**src/rtl/serial_link_pkg.sv**
```systemverilog
// Shared definitions for the serial link: default word width and PISO state encoding.
// Also used by the downstream SIPO stage and its bench.
package serial_link_pkg;

  localparam int unsigned SER_WIDTH = 4;

  localparam logic [0:0] ST_IDLE  = 1'b0;
  localparam logic [0:0] ST_SHIFT = 1'b1;

endpackage : serial_link_pkg

```
**src/rtl/piso_serializer_if.sv**
```systemverilog
// Load handshake and serial output bundle of the PISO stage.
// The master drives words in; the slave is the serializer.
interface piso_serializer_if
  import serial_link_pkg::*;
#(
  parameter int unsigned WIDTH = SER_WIDTH
) ();

  logic [WIDTH-1:0] din;
  logic             load_valid;
  logic             load_ready;
  logic             a;
  logic             a_valid;
  logic             frame_start;
  logic             frame_last;

  modport master (
    output din,
    output load_valid,
    input  load_ready,
    input  a,
    input  a_valid,
    input  frame_start,
    input  frame_last
  );

  modport slave (
    input  din,
    input  load_valid,
    output load_ready,
    output a,
    output a_valid,
    output frame_start,
    output frame_last
  );

endinterface : piso_serializer_if

```
**src/rtl/piso_serializer.sv**
```systemverilog
// Parallel-in serial-out stage feeding the SIPO serial input, one bit per clock.
// Back-to-back words stream without a gap when load_valid is held.
module piso_serializer
  import serial_link_pkg::*;
#(
  parameter int unsigned WIDTH      = SER_WIDTH,
  parameter bit          MSB_FIRST  = 1'b1,
  parameter bit          IDLE_LEVEL = 1'b0
) (
  input logic               clk,
  input logic               rst_n,
  piso_serializer_if.slave  bus
);

  localparam int unsigned   CntW    = $clog2(WIDTH);
  localparam logic [CntW-1:0] CntLast = CntW'(WIDTH - 1);

  logic [0:0]       state_q, state_d;
  logic [CntW-1:0]  cnt_q, cnt_d;
  logic [WIDTH-1:0] sr_q, sr_d;

  logic last_bit;
  logic load_ready;
  logic transfer;

  assign last_bit   = (state_q == ST_SHIFT) && (cnt_q == CntLast);
  // Ready on the last bit lets the next word follow with no idle bubble.
  assign load_ready = (state_q == ST_IDLE) || last_bit;
  assign transfer   = bus.load_valid && load_ready;

  always_comb begin
    state_d = state_q;
    cnt_d   = cnt_q;
    unique case (state_q)
      ST_IDLE: begin
        if (transfer) begin
          state_d = ST_SHIFT;
          cnt_d   = '0;
        end
      end
      ST_SHIFT: begin
        if (!last_bit) begin
          cnt_d = cnt_q + CntW'(1);
        end else if (transfer) begin
          cnt_d = '0;
        end else begin
          state_d = ST_IDLE;
          cnt_d   = '0;
        end
      end
    endcase
  end

  always_comb begin
    sr_d = sr_q;
    if (transfer) begin
      sr_d = bus.din;
    end else if ((state_q == ST_SHIFT) && !last_bit) begin
      if (MSB_FIRST) begin
        sr_d = {sr_q[WIDTH-2:0], 1'b0};
      end else begin
        sr_d = {1'b0, sr_q[WIDTH-1:1]};
      end
    end
  end

  always_ff @(posedge clk or negedge rst_n) begin
    if (!rst_n) begin
      state_q <= ST_IDLE;
      cnt_q   <= '0;
      sr_q    <= '0;
    end else begin
      state_q <= state_d;
      cnt_q   <= cnt_d;
      sr_q    <= sr_d;
    end
  end

  // Outputs decode registered state only, so an async reset clears them at once.
  always_comb begin
    bus.load_ready  = load_ready;
    bus.a_valid     = (state_q == ST_SHIFT);
    bus.frame_start = (state_q == ST_SHIFT) && (cnt_q == '0);
    bus.frame_last  = last_bit;
    if (state_q == ST_SHIFT) begin
      bus.a = MSB_FIRST ? sr_q[WIDTH-1] : sr_q[0];
    end else begin
      bus.a = IDLE_LEVEL;
    end
  end

endmodule : piso_serializer
```
**src/flat_wrapper.sv**
```systemverilog
// flat-port wrapper written by rule: the top's interface ports become plain ports
module piso_serializer_flat import serial_link_pkg::*;
#(
  parameter int unsigned WIDTH      = SER_WIDTH,
  parameter bit          MSB_FIRST  = 1'b1,
  parameter bit          IDLE_LEVEL = 1'b0
)
  (clk, rst_n, bus_din, bus_load_valid, bus_load_ready, bus_a, bus_a_valid, bus_frame_start, bus_frame_last);
  piso_serializer_if #(.WIDTH(WIDTH)) bus_i ();
  input logic clk;
  input logic rst_n;
  input wire logic [$bits(bus_i.din)-1:0] bus_din;
  input wire logic [$bits(bus_i.load_valid)-1:0] bus_load_valid;
  output wire logic [$bits(bus_i.load_ready)-1:0] bus_load_ready;
  output wire logic [$bits(bus_i.a)-1:0] bus_a;
  output wire logic [$bits(bus_i.a_valid)-1:0] bus_a_valid;
  output wire logic [$bits(bus_i.frame_start)-1:0] bus_frame_start;
  output wire logic [$bits(bus_i.frame_last)-1:0] bus_frame_last;
  assign bus_i.din = bus_din;
  assign bus_i.load_valid = bus_load_valid;
  assign bus_load_ready = bus_i.load_ready;
  assign bus_a = bus_i.a;
  assign bus_a_valid = bus_i.a_valid;
  assign bus_frame_start = bus_i.frame_start;
  assign bus_frame_last = bus_i.frame_last;
  piso_serializer #(.WIDTH(WIDTH), .MSB_FIRST(MSB_FIRST), .IDLE_LEVEL(IDLE_LEVEL)) u_core (.clk(clk), .rst_n(rst_n), .bus(bus_i));
endmodule
```
**config.mk**
```make
export PLATFORM = sky130hd
export DESIGN_NAME = piso_serializer_flat
export DESIGN_NICKNAME = d
export VERILOG_FILES = /design/src/rtl/serial_link_pkg.sv /design/src/rtl/piso_serializer_if.sv /design/src/rtl/piso_serializer.sv /design/src/flat_wrapper.sv
export SDC_FILE = /design/constraint.sdc
export NUM_CORES = 1
export LEC_CHECK = 0
export CORE_MARGIN = 2
export CORE_UTILIZATION = 25
export CTS_CLUSTER_SIZE = 28
export DETAILED_ROUTE_END_ITERATION = 8
export GPL_ROUTABILITY_DRIVEN = 0
export PLACE_DENSITY = 0.53
export SLEW_MARGIN = 15
export SYNTH_ARGS = -nofsm -noshare
export SYNTH_HDL_FRONTEND = slang
export SYNTH_SLANG_ARGS = --single-unit
```
**constraint.sdc**
```tcl
create_clock -name clk -period 1.6 [get_ports clk]
set_input_delay 0.32 -clock clk [delete_from_list [all_inputs] [get_ports clk]]
set_output_delay 0.32 -clock clk [all_outputs]
set_load 0.02 [all_outputs]
```
==> results of run 1 <==
[flip-flops by register name, summed over array words and instances, names as in the netlist]
register / cells
u_core.cnt_q: 2
u_core.bus.a_valid: 1
u_core.sr_q: 4
[critical path: cells and delay by family (launching register included)]
family | cells | cell delay (ns)
buffers and inverters | 1 | 0.17
flip-flops | 1 | 0.39
adder cells (fa/ha/maj) | 1 | 0.22
AND/OR/NAND/NOR | 1 | 0.16
[logic make-up (layout without fill, tap and decap cells)]
logic type / Yosys count / after routing / share of synthesized area, %
muxes: 7 / 7 / 25.96
DFF: 7 / 7 / 44.87
and+or+nand+nor: 7 / 7 / 11.86
buffers and inverters: 5 / 21 / 7.050
adders and majority gates: 2 / 2 / 6.409
AOI/OAI and AO/OA: 2 / 2 / 3.848
[layout by cell type, fill, tap and decap left out]
master           instances
buf_4                    3
mux2_4                   6
o22ai_1                  1
dfrtp_1                  7
inv_1                    3
buf_2                    2
ha_1                     2
nand2b_2                 1
mux2_1                   1
clkbuf_1                 1
o32ai_1                  1
clkbuf_4                 3
nand2b_1                 2
and2_1                   4
clkbuf_2                 1
dlygate4sd2_1            2
clkdlybuf4s50_1          6
[power groups by stage]
stage / sequential, µW / combinational (µW) / clock (µW)
after CTS: 297 / 508 / 164
after global placement: 294 / 530 / 0
after global routing: 304 / 534 / 173
after detailed placement: 299 / 543 / 0
after floorplan: 297 / 335 / 0
final: 295 / 485 / 163
[path summary, 6_finish.rpt]
kind / startpoint / to / slack [ns]
worst max register to register: u_core.cnt_q[0] / u_core.sr_q[1] / 0.24
worst min-delay path: rst_n / u_core.sr_q[1] / 0.32
worst max-delay path: u_core.cnt_q[0] / bus_load_ready / 0.08
max in group asynchronous: rst_n / u_core.cnt_q[0] / 1.04
worst min register to register: u_core.sr_q[0] / u_core.sr_q[1] / 0.52
min in group clk: u_core.sr_q[0] / u_core.sr_q[1] / 0.52
[layer usage]
layer / track usage (%) / part of all wire (%)
met1: 9.870 / 49
met2: 11.64 / 42
met3: 2.500 / 6.2
met4: 7.273 / 2.7
met5: 0 / 0
[metrics by stage]
step | cells | setup WS [ns] | hold WS [ns]
CTS | 62 | 0.005119 | 0.3300
global route | 62 | 0.03932 | 0.3430
detailed placement | 58 | -0.06149 | 0.5071
finish | 62 | 0.08285 | 0.3223
global placement | 58 | -0.02734 | 0.4832
floorplan | 30 | 0.2632 | 0.02441
[what timing repair did]
action                     in CTS  in global routing
pin swaps                       0                  0
setup endpoints to repair       5                  2
gates cloned                    0                  0
gates resized for setup        11                  2
[final cells by class]
cell class              instances  area share (%)
flip-flops and latches          7           32.71
multi-input cells              18           35.05
well taps                      16           3.738
repair buffers                 14           21.50
clock buffers                   4           4.907
inverters                       3           2.103
==> run_results.csv, run 1 <==
group,metric,value,unit
worst_setup_path,slowest_stage,"dfrtp_1",
power,combPwrFrac,51.4,%
layout,multiInputGateArea,187.7,µm²
worst_setup_path,critPathArrivalTime,1.20,ns
timing,layout_min_cycle_time,1.517,ns
floorplanning,die_y,43.52,µm
layout,drive_above_1_share,34.78,%
detailed_routing,wl_per_cell,11.24,µm
timing,rsz0062_at_grt,"no",
layout,design_area,535.5,µm²
layout,register_area,175.2,µm²
power,p_switching,342.6,µW
layout,fillCellCount,145,
logic_synthesis,synth_common_cells,"7 x dfrtp_1, 6 x mux2_4, 4 x and2_1",
detailed_routing,num_vias,260,
logic_synthesis,yosys.cell_types.count,12,
power,netSwitchingFraction,36.30,%
logic_synthesis,netlist_instances,30,
power,vdd_drop_max,0.0007489,V
detailed_routing,drc,0,
worst_setup_path,rr_worst_depth,4,
worst_setup_path,cpPeakStageDelay,0.39,ns
power,power,943.7,µW
placement,place_area,526.8,µm²
worst_setup_path,path_max_fanout,3,
power,clkPwrFrac,17.3,%
floorplanning,rows,14,
floorplanning,initial_core_util,26.22,%
logic_synthesis,synth_enable_flop_cells,0,
logic_synthesis,ys_seq_area_share,44.87,%
logic_synthesis,syn_nets,39,
global_route,grt_pass1_vias,266,
logic_synthesis,ys_ff_latch,7,
power,p_int,601.1,µW
logic_synthesis,syn_area,390.4,µm²
timing,maxSlewHeadroom,79.15,%
logic_synthesis,synth_area_leaders,"dfrtp_1 45%, mux2_4 23%, and2_1 6.4%",
global_route,antenna_found_initial,0,
power,power_density,1762,nW/µm²
detailed_routing,ant_nets,0,
cts,post_cts_buffers,0,
timing,setup_tns,0,ns
timing,drv_slew,0,
global_route,grtUsageTotal,8.190,%
floorplanning,core_area,1489,µm²
logic_synthesis,synth_ff_type,"dfrtp_1",
timing,fmax,0.6591,GHz
layout,nets,56,
floorplanning,design.portCount,12,
worst_setup_path,end_kind,"output port",
global_route,grt_pass1_wl,1097,µm
layout,syn2layout_area_growth,37.18,%
min_path,hp-class,"input pin to asynchronous set/reset pin",
placement,place.port_buffers,11,
flow_run,drv_cap,0,
floorplanning,die_area,1894,µm²
cts,worstSkewPairLatency,0.25,ns
worst_setup_path,worstPathRequired,1.28,ns
detailed_routing,first_pass_iters,3,
timing,hold_violations,0,
timing,tightest_slew,0.3117,ns
cts,cts_buffers,3,
global_route,overflow,0,
cts,root_buffer,"clkbuf_4",
worst_setup_path,cp-start-kind,"register",
outcome,status,"completed",
worst_setup_path,path_cells,"ha_1, nand2b_1, buf_2",
cts,cts_max_level,1,
global_route,grt_max_degree,8,
power,p_leak,0.0002674,µW
logic_synthesis,async_reset_ff_share,100.0,%
layout,finish.utilization,35.97,%
logic_synthesis,synth.most_common_cell,"dfrtp_1",
cts,cts_hold_buf,0,
cts,clkSinkCount,7,
logic_synthesis,synth_top_area_share,44.87,%
detailed_routing,viasPerCell,4.194,
logic_synthesis,avgSynthCellArea,13.01,µm²
timing,finalCritPeriodShare,94.82,%
cts,path_clk_slew,0.05,ns
worst_setup_path,worst-setup-path-type,"register to output port",
detailed_routing,drtIter0Drc,4,
cts,clock_path_buffers,2,
timing,skew,0.001116,ns
floorplanning,die_w,43.52,µm
detailed_routing,drt_wl_total,697,µm
logic_synthesis,yosys_warnings,0,
cts,cts_tree,"built",
power,p_seq_share,31.3,%
placement,dp_hpwl,541.3,µm
timing,setup_viol,0,
logic_synthesis,yosysTopAreaCell,"dfrtp_1",
layout,antennaDiodeCount,0,
Note: power is estimated with default switching activity, not from simulation.
==> run 2: changes to the inputs <==
Settings changed: PLACE_DENSITY 0.53 to 0.46, REMOVE_ABC_BUFFERS set to 1.
==> run 2 against run 1 <==
Net effect:
- via count is 7.7% higher
- core utilization is 0.50 points higher
- clock skew is 0.0053 ns higher
- hold slack better by 0.0042 ns
- clock power hardly changed
- critical path type unchanged
- cell count is 1.6% higher
- die area stayed put
- critical path depth stayed put
- global-route usage is 0.96 points higher
==> run_results.csv, run 2 (synthesized netlist as in run 1, its figures left out) <==
group,metric,value,unit
worst_setup_path,end_kind,"output port",
layout,drive_above_1_share,36.17,%
power,p_seq_share,30.7,%
cts,clock_path_buffers,2,
worst_setup_path,worst-setup-path-type,"register to output port",
global_route,grt_pass1_vias,303,
floorplanning,die_y,43.52,µm
worst_setup_path,reg2reg_slack,0.23,ns
detailed_routing,drt_wl_total,740,µm
detailed_routing,drtIter0Drc,4,
detailed_routing,wl_per_cell,11.75,µm
min_path,hp-class,"input pin to asynchronous set/reset pin",
timing,setup_tns,0,ns
worst_setup_path,cp_top_family,"flip-flops",
worst_setup_path,worst-path-stages,3,
layout,instances_no_fill,63,
layout,layout_commonest_cell,"dfrtp_1",
layout,mostFrequentLayoutCells,"7 x dfrtp_1, 6 x mux2_4, 6 x clkdlybuf4s50_1",
power,vdd_drop_max,0.0007304,V
layout,regMostFlops,"u_core.sr_q",
timing,rsz0062_at_grt,"no",
detailed_routing,drc,0,
timing,layout_min_cycle_time,1.512,ns
cts,root_buffer,"clkbuf_4",
power,p_switching,348.6,µW
layout,fillCellCount,146,
layout,syn2layout_area_growth,39.10,%
power,netSwitchingFraction,36.12,%
detailed_routing,num_vias,280,
worst_setup_path,critPathArrivalTime,1.19,ns
worst_setup_path,r2r-start,"u_core.cnt_q[0]",
placement,place.port_buffers,11,
worst_setup_path,cpPeakStageDelay,0.39,ns
detailed_routing,viasPerCell,4.444,
global_route,grt_pass1_wl,1304,µm
timing,skew,0.006460,ns
power,p_int,616.7,µW
power,p_leak,0.0002719,µW
flow_run,drv_cap,0,
cts,cts_buffers,3,
worst_setup_path,path_cells,"ha_1, nand2b_1, buf_2",
floorplanning,design.portCount,12,
cts,worstSkewPairLatency,0.25,ns
global_route,antenna_found_initial,0,
timing,tightest_slew,0.3182,ns
placement,dp.cells,58,
global_route,overflow,0,
global_route,grtUsageTotal,9.154,%
floorplanning,die_w,43.52,µm
layout,antennaDiodeCount,0,
power,combPwrFrac,52.7,%
outcome,status,"completed",
timing,drv_slew,0,
detailed_routing,ant_nets,0,
cts,cts_max_level,1,
layout,largest_reg_flops,4,
floorplanning,die_area,1894,µm²
worst_setup_path,path_max_fanout,3,
worst_setup_path,rr_worst_depth,4,
timing,timing.hold.ws,0.3265,ns
power,clkPwrFrac,16.6,%
worst_setup_path,r2r-end,"u_core.sr_q[1]",
floorplanning,rows,14,
floorplanning,initial_core_util,26.22,%
timing,maxSlewHeadroom,78.72,%
placement,dp_hpwl,568.8,µm
global_route,grt_max_degree,8,
power,power_density,1778,nW/µm²
placement,post-place-ws,-0.06582,ns
timing,finalCritPeriodShare,94.49,%
cts,clkSinkCount,7,
worst_setup_path,cp-start-kind,"register",
timing,hold_violations,0,
worst_setup_path,slowest_stage,"dfrtp_1",
cts,path_clk_slew,0.06,ns
worst_setup_path,crit_buf_inv,1,
worst_setup_path,worstPathRequired,1.28,ns
cts,cts_tree,"built",
timing,finalWorstSetupSlack,0.08814,ns
timing,setup_viol,0,
floorplanning,core_area,1489,µm²
timing,fmax,0.6614,GHz
layout,nets,57,
detailed_routing,first_pass_iters,2,
run 2: power groups by stage:
| stage | combinational (µW) | clock (µW) | sequential (µW) |
|---|---|---|---|
| after global routing | 557 | 175 | 309 |
| after global placement | 529 | 0 | 296 |
| final | 509 | 160 | 296 |
| after floorplan | 319 | 0 | 297 |
| after CTS | 516 | 165 | 299 |
| after detailed placement | 551 | 0 | 302 |
run 2: layout make-up:
cell class	instances	area [µm²]	share of cell area (%)
timing repair buffer	15	122.6	22.58
inverter	3	11.26	2.074
tap	16	20.02	3.687
sequential	7	175.2	32.26
clock buffer	4	26.28	4.839
multi-input combinational	18	187.7	34.56
run 2: how the worst max path moves through the flow:
stage | slack [ns] | start | endpoint
6_report | 0.09 | u_core.cnt_q[0] | bus_load_ready
4_1_cts | 0.006 | u_core.cnt_q[0] | bus_frame_last
3_5_place_dp | -0.07 | bus_load_valid | u_core.sr_q[3]
2_1_floorplan | 0.16 | u_core.cnt_q[0] | u_core.sr_q[1]
5_1_grt | 0.02 | u_core.cnt_q[0] | bus_load_ready
3_3_place_gp | -0.02 | u_core.cnt_q[0] | bus_load_ready
run 2: timing repair:
action / in CTS / in global routing
endpoints found under the setup margin: 5 / 2
resized for setup: 11 / 2
hold buffers: 0 / 0
setup buffers: 0 / 1
run 2: per-layer routing:
metal  global-route usage, %  share of wire [%]  vias up
li1                        -                  -      131
met1                   11.75                 46      139
met2                   14.33                 47       10
met3                   1.667                7.2        0
met4                   5.455                  0        0
met5                       0                  0        -
run 2: stage by stage:
step	utilization, %	instance area [µm²]	total power (µW)
4_1_cts	36.72	546.8	979.6
6_report	36.47	543.0	965.3
2_1_floorplan	-	374.1	616.7
5_1_grt	36.47	543.0	1041
3_5_place_dp	35.38	526.8	852.7
3_3_place_gp	35.38	526.8	824.7
==> run 3: changes to the inputs <==
Settings changed: RECOVER_POWER set to 25.
==> run 3 against run 2 <==
Net effect:
- non-clock buffer count stayed put
- cell area stayed put
- die area stayed put
- register-to-register slack hardly changed
- clock skew hardly changed
- flip-flop and latch count stayed put
- fmax hardly changed
- sequential power hardly changed
- combinational power hardly changed
- worst setup slack hardly changed
- critical endpoint unchanged
- largest power group unchanged
- highest routed layer unchanged
==> run_results.csv, run 3 (synthesized netlist as in run 1, its figures left out) <==
group,metric,value,unit
outcome,status,"completed",
global_route,grt_pass1_wl,1304,µm
layout,mostFrequentLayoutCells,"7 x dfrtp_1, 6 x mux2_4, 5 x clkdlybuf4s50_1",
detailed_routing,ant_nets,0,
power,power_density,1777,nW/µm²
detailed_routing,drtIter0Drc,4,
worst_setup_path,cp-start-kind,"register",
power,p_int,616.2,µW
global_route,overflow,0,
placement,post-place-ws,-0.06582,ns
placement,place_area,526.8,µm²
cts,cts_max_level,1,
global_route,gr-usage-met2,14.33,%
cts,clock_path_buffers,2,
layout,fillCellCount,146,
layout,register_area,175.2,µm²
floorplanning,die_area,1894,µm²
cts,path_clk_slew,0.06,ns
layout,syn2layout_area_growth,39.10,%
floorplanning,core_area,1489,µm²
cts,root_buffer,"clkbuf_4",
worst_setup_path,slowest_stage,"dfrtp_1",
floorplanning,design.portCount,12,
power,clkPwrFrac,16.6,%
cts,cts_buffers,3,
floorplanning,initial_core_util,26.22,%
layout,multiInputGateArea,187.7,µm²
layout,layout_commonest_cell,"dfrtp_1",
layout,antennaDiodeCount,0,
layout,nets,57,
layout,regMostFlops,"u_core.sr_q",
placement,dp.cells,58,
global_route,grt_max_degree,8,
detailed_routing,first_pass_iters,2,
global_route,antenna_found_initial,0,
placement,place.port_buffers,11,
timing,layout_min_cycle_time,1.512,ns
timing,skew,0.006460,ns
detailed_routing,viasPerCell,4.444,
layout,largest_reg_flops,4,
worst_setup_path,worstPathRequired,1.28,ns
placement,dp_hpwl,568.8,µm
power,netSwitchingFraction,36.13,%
power,p_leak,0.0002721,µW
floorplanning,rows,14,
timing,fmax,0.6614,GHz
worst_setup_path,end_kind,"output port",
floorplanning,die_y,43.52,µm
flow_run,drv_cap,0,
min_path,hp-class,"input pin to asynchronous set/reset pin",
timing,hold_violations,0,
worst_setup_path,critPathArrivalTime,1.19,ns
global_route,use_met3,1.667,%
worst_setup_path,worst-setup-path-type,"register to output port",
timing,finalWorstSetupSlack,0.08815,ns
timing,setup_viol,0,
worst_setup_path,cpPeakStageDelay,0.39,ns
detailed_routing,wl_per_cell,11.75,µm
power,p_seq_share,30.7,%
global_route,grtUsageTotal,9.154,%
global_route,grt_pass1_vias,303,
worst_setup_path,path_cells,"ha_1, nand2b_1, buf_2",
layout,design_area,543.0,µm²
timing,drv_slew,0,
layout,instances_no_fill,63,
power,combPwrFrac,52.7,%
detailed_routing,drt_wl_total,740,µm
global_route,grt_util_met1,11.75,%
timing,finalCritPeriodShare,94.49,%
worst_setup_path,rr_worst_depth,4,
worst_setup_path,path_max_fanout,3,
layout,drive_above_1_share,36.17,%
global_route,globalRoute.busiestLayer,"met2",
cts,worstSkewPairLatency,0.25,ns
power,p_switching,348.6,µW
cts,clkSinkCount,7,
timing,maxSlewHeadroom,78.38,%
detailed_routing,num_vias,280,
cts,cts_tree,"built",
detailed_routing,drc,0,
power,vdd_drop_max,0.0007303,V
floorplanning,die_w,43.52,µm
timing,tightest_slew,0.3233,ns
timing,rsz0062_at_grt,"no",
## run 3: cell types whose count changed in the layout (fill, tap and decap cells not counted), sizes merged
| cell | change |
|---|---|
| dlygate4sd3 | +1 |
| clkdlybuf4s50 | -1 |
## run 3: stage by stage
step | util [%] | TNS, ns | total power (µW) | hold slack [ns]
final | 36.47 | 0 | 964.8 | 0.3969
after global placement | 35.38 | -0.05703 | 824.7 | 0.4808
after detailed placement | 35.38 | -0.2360 | 852.7 | 0.4920
after floorplan | - | 0 | 616.7 | 0.02441
after global routing | 36.47 | 0 | 1041 | 0.4192
after CTS | 36.72 | 0 | 979.6 | 0.3309
## run 3: final timing paths
check                                start            endpoint  slack, ns
setup / recovery           u_core.cnt_q[0]      bus_load_ready       0.09
hold / removal                       rst_n      u_core.sr_q[0]       0.40
setup reg to reg           u_core.cnt_q[0]      u_core.sr_q[1]       0.23
hold reg to reg             u_core.sr_q[0]      u_core.sr_q[1]       0.51
max in group asynchronous            rst_n  u_core.bus.a_valid       0.96
min in group clk            u_core.sr_q[0]      u_core.sr_q[1]       0.51
## run 3: layout make-up
cell class,count,share of cell area [%]
inverters,3,2.074
repair buffers,15,22.58
multi-input cells,18,34.56
well taps,16,3.687
flip-flops and latches,7,32.26
clock buffers,4,4.839
## run 3: worst max-delay path, delay by kind of cell (launching register included)
| kind | cells | cell delay [ns] |
|---|---|---|
| flip-flops | 1 | 0.39 |
| AND/OR/NAND/NOR | 1 | 0.17 |
| buffers and inverters | 1 | 0.17 |
| adder cells (fa/ha/maj) | 1 | 0.21 |
## run 3: power by group through the flow
stage | Combinational, µW | Sequential [µW] | Clock (µW)
final | 508 | 296 | 160
after global routing | 557 | 309 | 175
after CTS | 516 | 299 | 165
after detailed placement | 551 | 302 | 0
after global placement | 529 | 296 | 0
after floorplan | 319 | 297 | 0
## run 3: repair_timing
item,CTS,global route
endpoints found under the hold margin,0,0
setup endpoints to repair,5,2
buffers inserted,0,1
hold buffers,0,0
gates resized for setup,11,2
## run 3: metal layers
layer | part of all wire [%] | wire length, µm
met5 | 0 | 0
met3 | 7.2 | 53
met4 | 0 | 0
met1 | 46 | 338
met2 | 47 | 347
